### config.mk
export PLATFORM = sky130hd
export DESIGN_NAME = bitmap_switch_sequencer_flat
export DESIGN_NICKNAME = d
export VERILOG_FILES = /design/src/rtl/bitmap_seq_pkg.sv /design/src/rtl/bitmap_switch_sequencer_if.sv /design/src/rtl/bitmap_seq_buffer.sv /design/src/rtl/bitmap_switch_sequencer.sv /design/src/flat_wrapper.sv
export SDC_FILE = /design/constraint.sdc
export NUM_CORES = 2
export LEC_CHECK = 0
export BUFFER_PORTS_ARGS = -buffer_cell sky130_fd_sc_hd__buf_2
export CAP_MARGIN = 20
export CORE_MARGIN = 2
export CORE_UTILIZATION = 50
export CTS_BUF_LIST = sky130_fd_sc_hd__clkbuf_2
export CTS_CLUSTER_SIZE = 12
export DETAILED_ROUTE_END_ITERATION = 8
export PLACE_DENSITY = 0.68
export SYNTH_ARGS = -nofsm -noshare
export SYNTH_HDL_FRONTEND = slang
export SYNTH_HIERARCHICAL = 1
export SYNTH_SLANG_ARGS = --single-unit
export TNS_END_PERCENT = 50
### constraint.sdc
create_clock -name clock -period 28.4 [get_ports clock]
set_clock_uncertainty 0.2 [all_clocks]
set_input_delay 1.42 -clock clock [delete_from_list [all_inputs] [get_ports clock]]
set_output_delay 1.42 -clock clock [all_outputs]
set_load 0.005 [all_outputs]
### src/rtl/bitmap_seq_pkg.sv
// rtl/bitmap_seq_pkg.sv - shared types, defaults and width helpers for the bitmap switch sequencer
package bitmap_seq_pkg;

  typedef enum logic {
    ST_IDLE = 1'b0,
    ST_RUN  = 1'b1
  } seq_state_t;

  localparam int DEF_DATA_WIDTH   = 128;
  localparam int DEF_DEPTH        = 16;
  localparam int DEF_NUM_SWITCHES = 7;
  localparam int DEF_SIZE_WIDTH   = 32;

  // Counter width for values 0..n-1, never narrower than one bit.
  function automatic int width_for(input int n);
    return (n <= 2) ? 1 : $clog2(n);
  endfunction

  function automatic int slices_per_word(input int data_width, input int num_switches);
    return data_width / num_switches;
  endfunction

  localparam int SLICES_PER_WORD = slices_per_word(DEF_DATA_WIDTH, DEF_NUM_SWITCHES);
  localparam int PTR_WIDTH       = width_for(DEF_DEPTH);
  localparam int SLICE_WIDTH     = width_for(SLICES_PER_WORD);

endpackage

### src/rtl/bitmap_switch_sequencer_if.sv
// rtl/bitmap_switch_sequencer_if.sv - bitmap word input stream and switch slice output bundle
interface bitmap_switch_sequencer_if
  import bitmap_seq_pkg::*;
#(
  parameter int DATA_WIDTH   = DEF_DATA_WIDTH,
  parameter int NUM_SWITCHES = DEF_NUM_SWITCHES
);

  logic [DATA_WIDTH-1:0]   in_word;
  logic                    in_valid;
  logic                    in_ready;
  logic [NUM_SWITCHES-1:0] out_to_switches;
  logic                    out_valid;

  modport master (
    output in_word,
    output in_valid,
    input  in_ready,
    input  out_to_switches,
    input  out_valid
  );

  modport slave (
    input  in_word,
    input  in_valid,
    output in_ready,
    output out_to_switches,
    output out_valid
  );

endinterface

### src/rtl/bitmap_seq_buffer.sv
// rtl/bitmap_seq_buffer.sv - simple dual-port word buffer, synchronous write, registered read
module bitmap_seq_buffer #(
  parameter int DATA_WIDTH = 128,
  parameter int DEPTH      = 16,
  parameter int ADDR_WIDTH = 4
) (
  input  logic                  clock,
  input  logic                  wr_en,
  input  logic [ADDR_WIDTH-1:0] wr_addr,
  input  logic [DATA_WIDTH-1:0] wr_data,
  input  logic                  rd_en,
  input  logic [ADDR_WIDTH-1:0] rd_addr,
  output logic [DATA_WIDTH-1:0] rd_data
);

  logic [DATA_WIDTH-1:0] mem [DEPTH];

  // rd_data holds its value between reads; the sequencer relies on that.
  always_ff @(posedge clock) begin
    if (wr_en) begin
      mem[wr_addr] <= wr_data;
    end
    if (rd_en) begin
      rd_data <= mem[rd_addr];
    end
  end

endmodule

### src/rtl/bitmap_switch_sequencer.sv
// rtl/bitmap_switch_sequencer.sv - buffers bitmap words and plays them out as switch slices; BITMAP_SEQ_INT_SYNC_EN adds an internal sync generator
module bitmap_switch_sequencer
  import bitmap_seq_pkg::*;
#(
  parameter int DATA_WIDTH   = DEF_DATA_WIDTH,
  parameter int DEPTH        = DEF_DEPTH,
  parameter int NUM_SWITCHES = DEF_NUM_SWITCHES,
  parameter int SIZE_WIDTH   = DEF_SIZE_WIDTH
) (
  input  logic                  clock,
  input  logic                  reset,
  bitmap_switch_sequencer_if.slave bus,
  input  logic [SIZE_WIDTH-1:0] in_size,
  input  logic                  start,
  input  logic                  sync,
  input  logic                  loop_mode,
  input  logic                  abort,
`ifdef BITMAP_SEQ_INT_SYNC_EN
  input  logic [15:0]           sync_period,
`endif
  output logic                  busy,
  output logic                  done,
  output logic                  overflow,
  output logic                  size_err
);

  localparam int SLICES = slices_per_word(DATA_WIDTH, NUM_SWITCHES);
  localparam int AW     = width_for(DEPTH);
  localparam int CW     = AW + 1;
  localparam int SW     = width_for(SLICES);
  localparam logic [SW-1:0] LAST_SLICE = SW'(SLICES - 1);

  seq_state_t state, state_n;

  logic [CW-1:0]           count;
  logic                    full;
  logic                    wr_en;
  logic [AW-1:0]           wr_addr;

  logic                    rd_en;
  logic [AW-1:0]           rd_addr;
  logic [DATA_WIDTH-1:0]   rd_data;

  logic [AW-1:0]           word_idx;
  logic [AW-1:0]           last_idx;
  logic [AW-1:0]           next_idx;
  logic [SW-1:0]           slice_idx;
  logic [DATA_WIDTH-1:0]   cur_word;
  logic                    loop_q;
  logic                    tail_q;

  logic                    size_over;
  logic [CW-1:0]           start_cnt;
  logic                    start_zero;

  logic                    sync_eff;
  logic                    do_start;
  logic                    do_slice;
  logic                    do_end;

  logic [DATA_WIDTH-1:0]   slice_src;
  logic [DATA_WIDTH-1:0]   slice_shifted;
  int                      slice_base;
  logic [NUM_SWITCHES-1:0] slice_val;

  logic [NUM_SWITCHES-1:0] out_q;
  logic                    out_valid_q;

  assign full          = (count == CW'(DEPTH));
  assign wr_addr       = count[AW-1:0];
  assign wr_en         = (state == ST_IDLE) && bus.in_valid && !full;
  assign bus.in_ready  = (state == ST_IDLE) && !full;
  assign busy          = (state == ST_RUN);

  assign size_over     = in_size > SIZE_WIDTH'(count);
  assign start_cnt     = size_over ? count : CW'(in_size);
  assign start_zero    = (start_cnt == '0);

  assign next_idx      = (word_idx == last_idx) ? '0 : word_idx + 1'b1;

  // Slice 0 is taken straight from the prefetched read; the rest come from the captured copy.
  assign slice_src     = (slice_idx == '0) ? rd_data : cur_word;
  assign slice_base    = int'(slice_idx) * NUM_SWITCHES;
  assign slice_shifted = slice_src >> slice_base;
  assign slice_val     = slice_shifted[NUM_SWITCHES-1:0];

  assign bus.out_to_switches = out_q;
  assign bus.out_valid       = out_valid_q;

`ifdef BITMAP_SEQ_INT_SYNC_EN
  logic [15:0] sync_cnt;

  always_ff @(posedge clock) begin
    if (reset) begin
      sync_cnt <= '0;
    end else if (do_start) begin
      sync_cnt <= '0;
    end else if (state == ST_RUN) begin
      sync_cnt <= (sync_cnt == sync_period) ? '0 : sync_cnt + 1'b1;
    end
  end

  assign sync_eff = (state == ST_RUN) && (sync_cnt == sync_period);
`else
  assign sync_eff = sync;
`endif

  bitmap_seq_buffer #(
    .DATA_WIDTH (DATA_WIDTH),
    .DEPTH      (DEPTH),
    .ADDR_WIDTH (AW)
  ) u_buffer (
    .clock   (clock),
    .wr_en   (wr_en),
    .wr_addr (wr_addr),
    .wr_data (bus.in_word),
    .rd_en   (rd_en),
    .rd_addr (rd_addr),
    .rd_data (rd_data)
  );

  always_ff @(posedge clock) begin
    if (reset) begin
      state <= ST_IDLE;
    end else begin
      state <= state_n;
    end
  end

  always_comb begin
    state_n  = state;
    do_start = 1'b0;
    do_slice = 1'b0;
    do_end   = 1'b0;
    rd_en    = 1'b0;
    rd_addr  = next_idx;
    case (state)
      ST_IDLE: begin
        if (start) begin
          do_start = 1'b1;
          rd_en    = 1'b1;
          rd_addr  = '0;
          if (!start_zero) begin
            state_n = ST_RUN;
          end
        end
      end
      ST_RUN: begin
        if (abort) begin
          do_end  = 1'b1;
          state_n = ST_IDLE;
        end else if (sync_eff) begin
          if (tail_q) begin
            do_end  = 1'b1;
            state_n = ST_IDLE;
          end else begin
            do_slice = 1'b1;
            // Prefetch the following word while this one is being sliced.
            rd_en    = (slice_idx == '0);
          end
        end
      end
      default: state_n = ST_IDLE;
    endcase
  end

  always_ff @(posedge clock) begin
    if (reset) begin
      count       <= '0;
      overflow    <= 1'b0;
      size_err    <= 1'b0;
      done        <= 1'b0;
      out_q       <= '0;
      out_valid_q <= 1'b0;
      word_idx    <= '0;
      last_idx    <= '0;
      slice_idx   <= '0;
      cur_word    <= '0;
      loop_q      <= 1'b0;
      tail_q      <= 1'b0;
    end else begin
      done        <= 1'b0;
      out_valid_q <= 1'b0;

      if (wr_en) begin
        count <= count + 1'b1;
      end
      if (bus.in_valid && full) begin
        overflow <= 1'b1;
      end

      if (do_start) begin
        size_err  <= size_err | size_over;
        loop_q    <= loop_mode;
        last_idx  <= AW'(start_cnt - 1'b1);
        word_idx  <= '0;
        slice_idx <= '0;
        tail_q    <= 1'b0;
        if (start_zero) begin
          done <= 1'b1;
        end
      end

      if (do_slice) begin
        out_q       <= slice_val;
        out_valid_q <= 1'b1;
        if (slice_idx == '0) begin
          cur_word <= rd_data;
        end
        if (slice_idx == LAST_SLICE) begin
          slice_idx <= '0;
          word_idx  <= next_idx;
          if (word_idx == last_idx && !loop_q) begin
            tail_q <= 1'b1;
          end
        end else begin
          slice_idx <= slice_idx + 1'b1;
        end
      end

      if (do_end) begin
        out_q  <= '0;
        done   <= 1'b1;
        tail_q <= 1'b0;
      end
    end
  end

endmodule

### src/flat_wrapper.sv
// flat-port wrapper written by rule: the top's interface ports become plain ports
module bitmap_switch_sequencer_flat import bitmap_seq_pkg::*;
#(
  parameter int DATA_WIDTH   = DEF_DATA_WIDTH,
  parameter int DEPTH        = DEF_DEPTH,
  parameter int NUM_SWITCHES = DEF_NUM_SWITCHES,
  parameter int SIZE_WIDTH   = DEF_SIZE_WIDTH
)
  (clock, reset, in_size, start, sync, loop_mode, abort, busy, done, overflow, size_err, bus_in_word, bus_in_valid, bus_in_ready, bus_out_to_switches, bus_out_valid);
  bitmap_switch_sequencer_if #(.DATA_WIDTH(DATA_WIDTH), .NUM_SWITCHES(NUM_SWITCHES)) bus_i ();
  input  logic clock;
  input  logic reset;
  input  logic [SIZE_WIDTH-1:0] in_size;
  input  logic start;
  input  logic sync;
  input  logic loop_mode;
  input  logic abort;
  output logic busy;
  output logic done;
  output logic overflow;
  output logic size_err;
  input wire logic [$bits(bus_i.in_word)-1:0] bus_in_word;
  input wire logic [$bits(bus_i.in_valid)-1:0] bus_in_valid;
  output wire logic [$bits(bus_i.in_ready)-1:0] bus_in_ready;
  output wire logic [$bits(bus_i.out_to_switches)-1:0] bus_out_to_switches;
  output wire logic [$bits(bus_i.out_valid)-1:0] bus_out_valid;
  assign bus_i.in_word = bus_in_word;
  assign bus_i.in_valid = bus_in_valid;
  assign bus_in_ready = bus_i.in_ready;
  assign bus_out_to_switches = bus_i.out_to_switches;
  assign bus_out_valid = bus_i.out_valid;
  bitmap_switch_sequencer #(.DATA_WIDTH(DATA_WIDTH), .DEPTH(DEPTH), .NUM_SWITCHES(NUM_SWITCHES), .SIZE_WIDTH(SIZE_WIDTH)) u_core (.clock(clock), .reset(reset), .bus(bus_i), .in_size(in_size), .start(start), .sync(sync), .loop_mode(loop_mode), .abort(abort), .busy(busy), .done(done), .overflow(overflow), .size_err(size_err));
endmodule
==> impl_table.tex <==
\begin{tabular}{lr}
\hline
Metric & Value \\
\hline
\multicolumn{2}{l}{\textbf{Worst setup path}} \\
\quad Cell family contributing the most delay on the critical path & buffers and inverters \\
\quad Crit-path max cell delay & 0.90 ns \\
\quad Logic depth of the worst path, buffers included & 11 \\
\quad Beginning of the critical path & u\_core/busy\$\_SDFF\_PP0\_ \\
\quad Worst reg-to-reg setup slack & 21.30 ns \\
\quad Worst Path Buf+Inv & 5 \\
\quad Slowest stage cell on the critical path & buf\_4 \\
\quad Depth of the worst register-to-register path & 11 \\
\quad CP endpoint & u\_core/u\_buffer/rd\_data[57]\$\_DFFE\_PP\_ \\
\quad Class of the most critical setup path & reg2reg \\
\quad Arrival time of the worst setup path & 8.43 ns \\
\quad Worst reg2reg path startpoint & u\_core/busy\$\_SDFF\_PP0\_ \\
\quad Startpoint class of the critical path & flip-flop \\
\quad Required time reported for the critical path endpoint & 29.73 ns \\
\quad Crit Reg-Reg Endpoint & u\_core/u\_buffer/rd\_data[57]\$\_DFFE\_PP\_ \\
\quad Critical path, cell by cell & inv\_1 > nand2\_1 > nand2\_1 > nor2\_4 > buf\_4 > buf\_4 > buf\_4 > buf\_4 > mux4\_2 > a22oi\_1 > nand2\_1 \\
\quad Critical Path Most Common Cell & buf\_4 \\
\quad Kind of end point of the critical path & flip-flop \\
\quad Highest net fanout along the worst path & 52 \\
\multicolumn{2}{l}{\textbf{Detailed routing}} \\
\quad Wirelength per Cell & 28.2 um \\
\quad Total iterations of the first detailed-routing run & 5 \\
\quad Drt initial violations & 5261 \\
\quad Drt via density & 6.03 \\
\quad Routed Antenna Nets & 0 \\
\quad Final wirelength & 222 mm \\
\quad Remaining design rule violation count & 0 \\
\quad Vias & 47520 \\
\multicolumn{2}{l}{\textbf{Floorplan}} \\
\quad Initial Utilization & 0.503 \\
\quad Top Ports & 180 \\
\quad Placeable core region & 176000 um\^{}2 \\
\quad Floorplan die area & 181000 um\^{}2 \\
\quad Floorplan die width & 425 um \\
\quad Die Y-Extent & 425 um \\
\quad \# rows & 154 \\
\multicolumn{2}{l}{\textbf{Global route}} \\
\quad Global-route total usage across every layer & 0.246 \\
\quad Antenna violations before repair & 34 \\
\quad Maximum number of pins on one net before global-route repair & 155 \\
\quad Vias in the first global route & 48085 \\
\quad First-pass GRT wire length & 321 mm \\
\quad Remaining global-route overflow & 0 \\
\multicolumn{2}{l}{\textbf{Synth}} \\
\quad Netlist area before placement & 88600 um\^{}2 \\
\quad Number of flops mapped to enable cells by yosys & 2176 \\
\quad Xor/xnor share of the synthesized area & 0.00119 \\
\quad Fraction of synthesized area in multiplexers & 0.141 \\
\quad Avg Inst Size Synth & 20.4 um\^{}2 \\
\quad Most frequently used flop master after synthesis & edfxtp\_1 \\
\quad Largest family of logic cells by synthesized area & multiplexers \\
\quad Fraction of the mapped netlist area in compound gates & 0.0402 \\
\quad Area leader, netlist & edfxtp\_1 \\
\quad Most frequent cell after synthesis & edfxtp\_1 \\
\quad Mapped Nets & 4534 \\
\quad Count of different cell masters after synthesis & 66 \\
\quad Post-synthesis share of cell area spent on full adders, half adders and majority gates & 0.00169 \\
\quad Share of Yosys cell area claimed by the top area cell type & 0.737 \\
\quad Synthesized instance count & 4355 \\
\quad Fraction of synthesis flops using an asynchronous set or reset pin & 0 \\
\quad Simple-Gate Fraction of Synth Area & 0.0276 \\
\quad Share of the yosys chip area belonging to registers & 0.773 \\
\quad Top post-synthesis cells by count & edfxtp\_1, mux4\_2, nand2\_1 \\
\quad Synthesis warning total & 6 \\
\quad Biggest area contributors in the synthesized netlist & edfxtp\_1, mux4\_2, dfxtp\_1, a22oi\_1, nand2\_1 \\
\quad Post-synthesis sequential element count & 2336 \\
\multicolumn{2}{l}{\textbf{Cells and area}} \\
\quad Post-Layout Cell Count & 7876 \\
\quad Share of cells above drive strength 1 & 0.308 \\
\quad Total number of nets in the final design & 5293 \\
\quad Area added between synthesis and finish & 11.6\% \\
\multicolumn{2}{l}{\textbf{CTS}} \\
\quad Clock buffers created by TritonCTS & 584 \\
\quad CTS Root Cell & clkbuf\_2 \\
\quad Number of levels in the clock H-tree & 6 \\
\quad Number of buffers between clock root and the deepest sink & 4 \\
\quad CTS sink count & 2336 \\
\quad Post-CTS clock slew at the launch and capture registers of the worst setup and hold paths & 0.10 ns \\
\quad Clock latency on the worst-skew pair & 1.85 ns \\
\quad Clock tree from TritonCTS & yes \\
\multicolumn{2}{l}{\textbf{Placement}} \\
\quad Final RePlAce weighted congestion & 0.821 \\
\quad Placed Cells & 6716 \\
\quad Detail Placement HPWL & 112 mm \\
\quad Port Buffers & 179 \\
\quad Placement-stage worst setup slack & 20.44 ns \\
\multicolumn{2}{l}{\textbf{Power}} \\
\quad Peak VDD IR & 0.0000400 V \\
\quad Pleak & 32.1 nW \\
\quad Cell area power density & 68.3 nW/um\^{}2 \\
\multicolumn{2}{l}{\textbf{Timing}} \\
\quad Final Hold Viols & 0 \\
\quad Fin Setup TNS & 0 ns \\
\quad Worst-margin pin slew & 1.25 ns \\
\quad Part of the cycle the worst path needs & 0.250 \\
\quad Unrepaired setup endpoints after global routing & no \\
\quad Achievable frequency & 141 MHz \\
\quad Max-slew violation total from the final report & 0 \\
\quad Final WS setup & 21.30 ns \\
\quad Slew headroom & 0.168 \\
\quad Final setup fails & 0 \\
\quad WHS & 0.259 ns \\
\quad Min Clock Period, post-route & 7.10 ns \\
\multicolumn{2}{l}{\textbf{Hold path}} \\
\quad Hold WC Path Type & reg2reg \\
\multicolumn{2}{l}{\textbf{Outcome}} \\
\quad Outcome & complete, no violations \\
\multicolumn{2}{l}{\textbf{Flow run}} \\
\quad MaxCap Viol Count & 0 \\
\hline
\end{tabular}
==> final cells by class <==
cell class,instances,area (um^2)
antenna,14,35.0
clock buffer,834,4170
clock inverter,160,960
fill,13505,77200
inverter,12,45.0
multi-input combinational,1758,19000
sequential,2336,68500
tap,2340,2930
timing repair buffer,422,3240
==> cell usage in the layout (no fill, tap or decap), drive strengths merged, types with 4 or more instances in the layout <==
| cell type | netlist | final |
|---|---|---|
| dfxtp | 160 | 160 |
| nor2b | 13 | 13 |
| o221ai | 4 | 4 |
| a22oi | 225 | 225 |
| nand2b | 8 | 8 |
| edfxtp | 2176 | 2176 |
| a31oi | 5 | 5 |
| a21oi | 184 | 184 |
| inv | 12 | 27 |
| nand2 | 419 | 419 |
| clkbuf | 135 | 834 |
| o2111ai | 4 | 4 |
| nand3b | 4 | 4 |
| a21boi | 4 | 4 |
| xnor2 | 11 | 11 |
| dlygate4sd3 | 0 | 151 |
| nand3 | 16 | 16 |
| mux4 | 512 | 512 |
| clkinv | 0 | 132 |
| and2 | 4 | 4 |
| ha | 12 | 12 |
| nand4 | 6 | 6 |
| mux2i | 97 | 97 |
| and3 | 9 | 9 |
| bufinv | 0 | 13 |
| nor3 | 18 | 18 |
| nor2 | 64 | 64 |
| diode | 0 | 14 |
| o22ai | 22 | 22 |
| a211oi | 20 | 20 |
| nor4 | 6 | 6 |
| buf | 114 | 271 |
| o21ai | 24 | 24 |
| o211ai | 23 | 23 |
==> per-layer routing <==
| metal | track usage | vias up | wire [um] |
|---|---|---|---|
| met3 | 0.0621 | 377 | 21700 |
| li1 | - | 19828 | - |
| met4 | 0.0806 | 36 | 5400 |
| met2 | 0.386 | 2531 | 107000 |
| met5 | 0.00159 | - | 252 |
| met1 | 0.341 | 24748 | 87500 |
==> tightest hold or removal path, cell delays in order (launching register included) <==
cell and delay, ns:
dfxtp_1 0.32, nand2_1 0.05, a21oi_1 0.05
==> metrics by stage <==
stage,power (mW),util,cell area [um^2]
final,6.75,0.562,98900
after global routing,7.03,0.562,98900
after CTS,6.82,0.561,98800
after detailed placement,4.61,0.524,92200
after global placement,4.60,0.524,92200
after floorplan,4.42,-,88600
==> worst min path at each step <==
stage / start / to / slack, ns / depth (start not counted)
after floorplan: u_core/cur_word[74]$_SDFFE_PP0P_ / u_core/cur_word[74]$_SDFFE_PP0P_ / 0.23 / 2
after global placement: u_core/cur_word[71]$_SDFFE_PP0P_ / u_core/cur_word[71]$_SDFFE_PP0P_ / 0.24 / 2
after detailed placement: u_core/cur_word[29]$_SDFFE_PP0P_ / u_core/cur_word[29]$_SDFFE_PP0P_ / 0.25 / 2
after CTS: in_size[18] / u_core/last_idx[3]$_SDFFE_PP0P_ / 0.07 / 7
after global routing: bus_in_word[6] / u_core/u_buffer/mem[0][6]$_DFFE_PP_ / 0.18 / 2
final: u_core/cur_word[70]$_SDFFE_PP0P_ / u_core/cur_word[70]$_SDFFE_PP0P_ / 0.26 / 2
==> registers in the layout (all words and copies together), names as in the netlist <==
| signal | cells |
|---|---|
| u_core/slice_idx | 5 |
| u_core/cur_word | 128 |
| u_core/u_buffer/mem | 2048 |
| u_core/count | 5 |
| u_core/bus.out_to_switches | 7 |
| u_core/word_idx | 4 |
| u_core/done | 1 |
| u_core/last_idx | 4 |
| u_core/u_buffer/rd_data | 128 |
| u_core/size_err | 1 |
| u_core/loop_q | 1 |
| u_core/overflow | 1 |
| u_core/bus.out_valid | 1 |
| u_core/busy | 1 |
| u_core/tail_q | 1 |
==> kinds of logic after synthesis <==
family / count (synthesis)
flops: 2336
mux: 610
simple gates: 583
compound gates: 541
buf+inv: 261
xor+xnor: 12
fa+ha+maj: 12
==> report_power, final <==
group          switching (mW)  internal, mW  leakage, nW  total (mW)
combinational           0.339         0.281         7.08       0.620
clock                    1.30         0.900         3.95        2.20
sequential             0.0606          3.87         21.0        3.93
total                    1.70          5.05         32.1        6.75
==> timing repair <==
item | CTS | global route
hold buffers | 151 | 0
endpoints found under the hold margin | 2139 | 0
resized for setup | 0 | 0
setup endpoints to repair | 0 | 0
setup buffers | 0 | 0
Note: power is estimated with default switching activity, not from simulation.
